--- src/rtl/writeback_regfile_if.sv ---
// Execute/decode-side bus of the writeback register file.
// Master drives the writeback and read-address signals; slave is the regfile.
interface writeback_regfile_if #(
    parameter int WORD_SIZE = 32
);
    logic [WORD_SIZE-1:0] data_in;
    logic [4:0]           reg_dest_in;
    logic                 write_enable_in;
    logic [4:0]           read_addr1;
    logic [4:0]           read_addr2;
    logic [WORD_SIZE-1:0] read_data1;
    logic [WORD_SIZE-1:0] read_data2;
    logic                 commit_valid;
    logic [4:0]           commit_dest;
    logic [31:0]          retired_count;

    modport master (
        output data_in, reg_dest_in, write_enable_in, read_addr1, read_addr2,
        input  read_data1, read_data2, commit_valid, commit_dest, retired_count
    );

    modport slave (
        input  data_in, reg_dest_in, write_enable_in, read_addr1, read_addr2,
        output read_data1, read_data2, commit_valid, commit_dest, retired_count
    );
endinterface

--- src/rtl/writeback_regfile.sv ---
// Writeback stage latch plus architectural register file with x0 hardwired to zero.
// Reads are combinational and bypass the latched writeback word ahead of the array.
module writeback_regfile #(
    parameter int WORD_SIZE = 32,
    parameter int REG_COUNT = 32
) (
    input  logic                clock,
    input  logic                reset_n,
    writeback_regfile_if.slave  bus
);
    logic [WORD_SIZE-1:0] r_regs [REG_COUNT];
    logic [WORD_SIZE-1:0] r_wb_data;
    logic [4:0]           r_wb_dest;
    logic                 r_wb_we;
    logic [31:0]          r_retired_count;

    logic                 w_commit;
    logic                 w_dest_in_range;

    assign w_dest_in_range = ({1'b0, r_wb_dest} < 6'(REG_COUNT));
    assign w_commit        = r_wb_we && (r_wb_dest != 5'd0) && w_dest_in_range;

    always_ff @(posedge clock or negedge reset_n) begin
        if (!reset_n) begin
            r_wb_data       <= '0;
            r_wb_dest       <= '0;
            r_wb_we         <= 1'b0;
            r_retired_count <= '0;
            for (int i = 0; i < REG_COUNT; i++) begin
                r_regs[i] <= '0;
            end
        end else begin
            r_wb_data <= bus.data_in;
            r_wb_dest <= bus.reg_dest_in;
            r_wb_we   <= bus.write_enable_in;
            // x0 writes still retire; only the array update is suppressed
            if (r_wb_we) begin
                r_retired_count <= r_retired_count + 32'd1;
            end
            if (w_commit) begin
                r_regs[r_wb_dest] <= r_wb_data;
            end
        end
    end

    function automatic logic [WORD_SIZE-1:0] read_port(input logic [4:0] addr);
        logic [WORD_SIZE-1:0] value;
        value = '0;
        if (addr != 5'd0 && ({1'b0, addr} < 6'(REG_COUNT))) begin
            if (w_commit && addr == r_wb_dest) begin
                value = r_wb_data;
            end else begin
                value = r_regs[addr];
            end
        end
        return value;
    endfunction

    always_comb begin
        bus.read_data1 = read_port(bus.read_addr1);
        bus.read_data2 = read_port(bus.read_addr2);
    end

    assign bus.commit_valid  = r_wb_we;
    assign bus.commit_dest   = r_wb_dest;
    assign bus.retired_count = r_retired_count;
endmodule

--- src/flat_wrapper.sv ---
// flat-port wrapper written by rule: the top's interface ports become plain ports
module writeback_regfile_flat 
#(
    parameter int WORD_SIZE = 32,
    parameter int REG_COUNT = 32
)
  (clock, reset_n, bus_data_in, bus_reg_dest_in, bus_write_enable_in, bus_read_addr1, bus_read_addr2, bus_read_data1, bus_read_data2, bus_commit_valid, bus_commit_dest, bus_retired_count);
  writeback_regfile_if #(.WORD_SIZE(WORD_SIZE)) bus_i ();
  input  logic clock;
  input  logic reset_n;
  input wire logic [$bits(bus_i.data_in)-1:0] bus_data_in;
  input wire logic [$bits(bus_i.reg_dest_in)-1:0] bus_reg_dest_in;
  input wire logic [$bits(bus_i.write_enable_in)-1:0] bus_write_enable_in;
  input wire logic [$bits(bus_i.read_addr1)-1:0] bus_read_addr1;
  input wire logic [$bits(bus_i.read_addr2)-1:0] bus_read_addr2;
  output wire logic [$bits(bus_i.read_data1)-1:0] bus_read_data1;
  output wire logic [$bits(bus_i.read_data2)-1:0] bus_read_data2;
  output wire logic [$bits(bus_i.commit_valid)-1:0] bus_commit_valid;
  output wire logic [$bits(bus_i.commit_dest)-1:0] bus_commit_dest;
  output wire logic [$bits(bus_i.retired_count)-1:0] bus_retired_count;
  assign bus_i.data_in = bus_data_in;
  assign bus_i.reg_dest_in = bus_reg_dest_in;
  assign bus_i.write_enable_in = bus_write_enable_in;
  assign bus_i.read_addr1 = bus_read_addr1;
  assign bus_i.read_addr2 = bus_read_addr2;
  assign bus_read_data1 = bus_i.read_data1;
  assign bus_read_data2 = bus_i.read_data2;
  assign bus_commit_valid = bus_i.commit_valid;
  assign bus_commit_dest = bus_i.commit_dest;
  assign bus_retired_count = bus_i.retired_count;
  writeback_regfile #(.WORD_SIZE(WORD_SIZE), .REG_COUNT(REG_COUNT)) u_core (.clock(clock), .reset_n(reset_n), .bus(bus_i));
endmodule
--- config.mk ---
export PLATFORM = sky130hd
export DESIGN_NAME = writeback_regfile_flat
export DESIGN_NICKNAME = d
export VERILOG_FILES = /design/src/rtl/writeback_regfile_if.sv /design/src/rtl/writeback_regfile.sv /design/src/flat_wrapper.sv
export SDC_FILE = /design/constraint.sdc
export NUM_CORES = 2
export LEC_CHECK = 0
export ABC_AREA = 0
export BUFFER_PORTS_ARGS = -buffer_cell sky130_fd_sc_hd__buf_2
export CORE_MARGIN = 4
export CORE_UTILIZATION = 46
export CTS_BUF_LIST = sky130_fd_sc_hd__clkbuf_16
export CTS_CLUSTER_DIAMETER = 80
export DETAILED_ROUTE_END_ITERATION = 16
export SLEW_MARGIN = 5
export SYNTH_ARGS = -nofsm -noshare
export SYNTH_HDL_FRONTEND = slang
export SYNTH_SLANG_ARGS = --single-unit
--- constraint.sdc ---
create_clock -name clock -period 3.85 [get_ports clock]
set_input_delay 0.5775 -clock clock [delete_from_list [all_inputs] [get_ports clock]]
set_output_delay 0.5775 -clock clock [all_outputs]
set_load 0.005 [all_outputs]
### Yosys cells after proc, flatten, opt, wreduce, memory -nomap -nowiden

Index checks and enable logic that the tools add are counted.

| word-level totals | value |
|---|---|
| bits of input ports | 50 |
| RAM bits | 0 |
| bits in read-only memories | 0 |
| logic and storage cells | 66 |
| bits in latches | 0 |
| memories | 0 |
| output and inout port bits | 102 |
| flip-flop bits (word level) | 1094 |

| operators by class | value |
|---|---|
| bitwise operators | 3 |
| shift operators | 0 |
| reductions and logical operators | 7 |
| multiplexer cells | 13 |
| divide/modulo/power cells | 0 |
| equal/unequal tests | 2 |
| multipliers | 0 |
| add/subtract/negate cells | 1 |
| order comparisons | 4 |

Operators by type and width:

| cell | count |
|---|---|
| $bwmux 1024 | 1 |
| $bmux 32 s5 | 2 |
| $mux 32 | 9 |
| $demux 32 s5 | 1 |
| $add 32x1->32 const B | 1 |
| $ge 6x6->1 const B | 3 |
| $not 5->6 | 3 |
| $reduce_bool 5->1 | 3 |
| $eq 5x5->1 | 2 |
| $lt 6x1->1 const B | 1 |
| $logic_and 1x1->1 | 4 |

### Depth between registers and ports, before layout

| logic depth | value |
|---|---|
| depth after elaboration | 6 |
| mapped depth | 11 |
| depth with buffers taken out | 7 |

### Worst setup path before layout

OpenSTA, ideal clock, no wires.

| timing | value |
|---|---|
| path type | in2out |
| start point | input port bus_read_addr1[0] |
| end point | output port bus_read_data1[0] |
| arrival | 2237 ps |
| data required time | 3273 ps |
| slack | 1035 ps |
| path buffers | 3 |
| cell stages on the path | 6 |
| path through | buf_6 -> buf_12 -> buf_8 -> mux4_2 -> or3b_2 -> a221o_1 |

| between the ends | value |
|---|---|
| word-level cells in the longest chain between the ends | 6 |
| elaborated cells on any way between the ends | 9 |
| classes of those cells | 1 x eq/ne; 5 x mux; 1 x bitwise; 2 x reduce/logical |

RTL lines:

| what | RTL line | RTL |
|---|---|---|
| start: declaration | flat_wrapper.sv:14 | `input wire logic [$bits(bus_i.read_addr1)-1:0] bus_read_addr1;` |
| $not 5->6 (not written as such) | writeback_regfile.sv:53 | `value = r_regs[addr];` |
| $bmux 32 s5 | writeback_regfile.sv:53 |  |
| $mux 32 (not written as such) (2 in a row) | writeback_regfile.sv:53 |  |
| $mux 32 | writeback_regfile.sv:50 | `if (w_commit && addr == r_wb_dest) begin` |
| $mux 32 * | writeback_regfile.sv:49 | `if (addr != 5'd0 && ({1'b0, addr} < 6'(REG_COUNT))) begin` |
| end: declaration | flat_wrapper.sv:16 | `output wire logic [$bits(bus_i.read_data1)-1:0] bus_read_data1;` |

Every way passes the cells marked *; elsewhere a longest branch is shown, timed or not. The select of a mux whose other input is x is not followed.

### Worst setup path in the final report

| timing | value |
|---|---|
| start point | register u_core.r_wb_dest[0], in the netlist u_core.bus.commit_dest[0] |
| end point | output port bus_read_data1[12] |

| between the ends | value |
|---|---|
| word-level cells in the longest chain between the ends | 5 |
| elaborated cells on any way between the ends | 6 |
| classes of those cells | 1 x eq/ne; 2 x mux; 3 x reduce/logical |

RTL lines:

| what | RTL line | RTL |
|---|---|---|
| start: declaration | writeback_regfile.sv:13 | `logic [4:0] r_wb_dest;` |
| start signal: assignment | writeback_regfile.sv:34 | `r_wb_dest <= bus.reg_dest_in;` |
| $reduce_bool 5->1 | writeback_regfile.sv:21 | `assign w_commit = r_wb_we && (r_wb_dest != 5'd0) && w_dest_in_range;` |
| $logic_and 1x1->1 | writeback_regfile.sv:21 |  |
| $logic_and 1x1->1 * | writeback_regfile.sv:50 |  |
| $mux 32 * | writeback_regfile.sv:50 |  |
| $mux 32 * | writeback_regfile.sv:49 |  |

Every way passes the cells marked *; elsewhere a longest branch is shown, timed or not.

==> results_dict.tcl <==
set metrics [dict create \
    status "completed" \
    r2r-end "u_core.r_regs[851]" \
    synth_ff_type "dfrtp_1" \
    max-cap-violations 0 \
    numPlacedInstances 5773 \
    cp-start-kind "register" \
    synth_cell_type_count 66 \
    syn_area_um2 57900 \
    r2r_slack_ns 0.88 \
    report.final.hold_viol_count 0 \
    finalSetupViolCount 0 \
    ant_nets 0 \
    synth-seq-cells 1094 \
    end_kind "primary output" \
    boundaryPins 152 \
    synth_edf_count 0 \
    synthSimpleGateAreaFrac_pct 3.55 \
    place_congestion 0.860 \
    synth_seq_area_share_pct 47.3 \
    wl_per_cell_um 33.0 \
    first_pass_iters 6 \
    grt_pass1_wl_um 291000 \
    fin_crit_sh_pct 100 \
    final.min_clock_period_ns 3.85 \
    synth_top_family_by_area "multiplexers" \
    timing.rr.start "u_core.bus.commit_dest[2]" \
    async_flop_share_pct 100 \
    synth.avg_cell_area_um2 14.0 \
    grt_usage_pct 30.3 \
    grt_pass1_vias 40600 \
    place_ws_ns -0.0105 \
    synthXorXnorAreaFrac_pct 0.620 \
    rsz0062_at_grt "false" \
    crit_fanout 10 \
    p_switching_mw 9.38 \
    post-route-drc-count 0 \
    die_h_um 363 \
    clkSinkCount 1094 \
    combPwrFrac_pct 20.0 \
    fp.dieArea_um2 132000 \
    path_class "register to primary output" \
    cts_tree "built" \
    insertion_delay_ns 0.75 \
    synth_compound_area_share_pct 4.87 \
    rows 129 \
    areaGrowthSynthToFinish_pct 14.2 \
    finalNonFillerCells 6042 \
    clock_skew_ns 0.0376 \
    r2r_cells 6 \
    grt_max_degree 141 \
    synth_top_cell_by_area "dfrtp_1" \
    synth_nets 4200 \
    synth_fa_ha_area_share_pct 0.0216 \
    syn_inst 4149 \
    overflow 0 \
    internal_power_mw 23.9 \
    dp.final_hpwl_um 123000 \
    vias 39700 \
    cts.clk_slew.worst_paths_ns 0.06 \
    p_leak_nw 29.7 \
    fp.dieW_um 363 \
    layout-drive-gt1-share_pct 46.3 \
    vias_per_cell 6.57 \
    drt_iter0_drc 4218 \
    coreArea_um2 124000 \
    layout.nets 4356 \
    cp.required_ns 3.27 \
    slew_viol_final 0 \
    cts_max_level 3 \
    synth_warnings 0 \
    postLayoutSetupSlackWorst_ns 0.00183 \
    critical_path_arrival_ns 3.27 \
    tightest_slew_ns 1.06 \
    clockBufferDepth 3 \
    synthTopCellsByArea "dfrtp_1 47%, mux2_2 19%, mux4_2 14%" \
    drt_wl_total_um 199000 \
    port_buffers 151 \
    clkPwrFrac_pct 34.6 \
    start_util_pct 46.6 \
    synth_top_area_share_pct 47.3 \
    synthMuxAreaShare_pct 39.9 \
    power_frac_seq_pct 45.5 \
    hp-class "input pin to async pin" \
    fmax_mhz 260 \
    irDropWorstVdd_mv 0.355 \
    swShare_pct 28.2 \
    cts_buffers 121 \
    root_buffer "clkbuf_16" \
    antenna_found_initial 5 \
    relSlewSlack_pct 29.1 \
    power_density_nw_per_um2 504 \
]
power by group through the flow:
| stage | logic [mW] | registers (mW) | clock network, mW |
|---|---|---|---|
| 2_1_floorplan | 4.81 | 14.7 | 0 |
| 3_3_place_gp | 6.47 | 15.2 | 0 |
| 3_5_place_dp | 6.58 | 15.3 | 0 |
| 4_1_cts | 6.64 | 15.1 | 11.7 |
| 5_1_grt | 7.16 | 15.4 | 12.2 |
| 6_report | 6.65 | 15.1 | 11.5 |
state kept, by name, indices dropped and copies added, names as in the netlist:
signal	cells
u_core.bus.commit_dest	5
u_core.bus.retired_count	32
u_core.r_regs	1024
u_core.r_wb_data	32
u_core.bus.commit_valid	1
cell type report:
class                   instances  area (µm²)
diodes                          1        2.50
inverters                       7        26.3
repair buffers                475        4140
clock inverters                99         777
flip-flops and latches       1094       27400
well taps                    1637        2050
fillers                     10500       58200
multi-input cells            2606       28700
clock buffers                 123        3080
what timing repair did:
item | CTS | global route
gates resized for setup | 16 | 8
hold endpoints to repair | 59 | 0
hold buffers | 39 | 0
pin swaps | 4 | 0
setup buffers | 7 | 0
gates cloned | 0 | 0
setup endpoints to repair | 32 | 7
metal layers:
| layer | global-route usage, % | wire length (µm) | vias to the layer above |
|---|---|---|---|
| li1 | - | - | 16100 |
| met1 | 43.5 | 84800 | 21300 |
| met2 | 45.7 | 89200 | 1921 |
| met3 | 6.56 | 18000 | 380 |
| met4 | 10.8 | 7480 | 4 |
| met5 | 0.182 | 33 | - |
cell usage after synthesis, types with 40 or more instances:
cell type	n
dfrtp_1	1094
o211ai_1	40
a22oi_1	59
clkbuf_1	217
buf_2	86
buf_1	77
mux4_2	365
a221oi_1	56
a21oi_1	66
o22ai_1	53
o21ai_0	44
mux2i_1	359
mux2_2	995
nand2_1	99
nor3_1	79
nor2_1	164
cell usage in the layout (no fill, tap or decap), types with 24 or more instances in the layout:
cell	netlist	routed
nor2_1	164	150
a221oi_1	56	56
o21ai_0	44	42
a21oi_1	66	66
o22ai_1	53	53
clkinv_1	0	32
clkbuf_16	0	123
dlygate4sd3_1	0	39
mux2_2	995	995
inv_1	4	31
nand2_1	99	81
dfrtp_1	1094	1093
buf_4	33	222
nor3_1	79	67
buf_2	86	143
a22oi_1	59	59
buf_12	5	63
o211ai_1	40	40
mux2i_1	359	359
xnor2_1	24	24
mux4_2	365	365
how the worst max path moves through the flow:
stage | from | to | slack [ns] | cells past startpoint
2_1_floorplan | bus_read_addr1[0] | bus_read_data1[0] | 1.04 | 6
3_3_place_gp | bus_read_addr1[2] | bus_read_data1[31] | 0.04 | 9
3_5_place_dp | bus_read_addr1[2] | bus_read_data1[31] | -0.01 | 9
4_1_cts | u_core.bus.commit_dest[3] | bus_read_data2[21] | 0.01 | 9
5_1_grt | u_core.bus.commit_dest[1] | bus_read_data1[29] | 0.006 | 8
6_report | u_core.bus.commit_dest[0] | bus_read_data1[12] | 0.002 | 8
kinds of logic (layout without fill, tap and decap cells):
logic type | after synthesis | count (layout)
mux | 1724 | 1724
flops | 1094 | 1094
buf+inv | 449 | 704
simple gates | 440 | 440
compound gates | 400 | 400
xor+xnor | 41 | 41
fa+ha+maj | 1 | 1
other cells | 0 | 1
critical path: stages (launching register included):
cell and delay, ns:
dfrtp_1 0.37, nor2_1 0.06, a21bo_2 0.29, or4_4 0.62, nor2b_4 0.21, buf_12 0.20, nor3_1 0.08, nor3_1 0.46
buf_2 0.22
metrics by stage:
step | util, % | area (µm²) | power [mW] | hold slack [ns] | TNS [ns]
3_5_place_dp | 49.6 | 61700 | 21.9 | 0.383 | -0.0105
6_report | 53.2 | 66100 | 33.3 | 0.370 | 0
3_3_place_gp | 49.6 | 61700 | 21.6 | 0.379 | 0
4_1_cts | 53.2 | 66100 | 33.4 | 0.337 | 0
2_1_floorplan | - | 57900 | 19.5 | 0.282 | 0
5_1_grt | 53.2 | 66100 | 34.7 | 0.373 | 0
(Power assumes the default switching activity.)
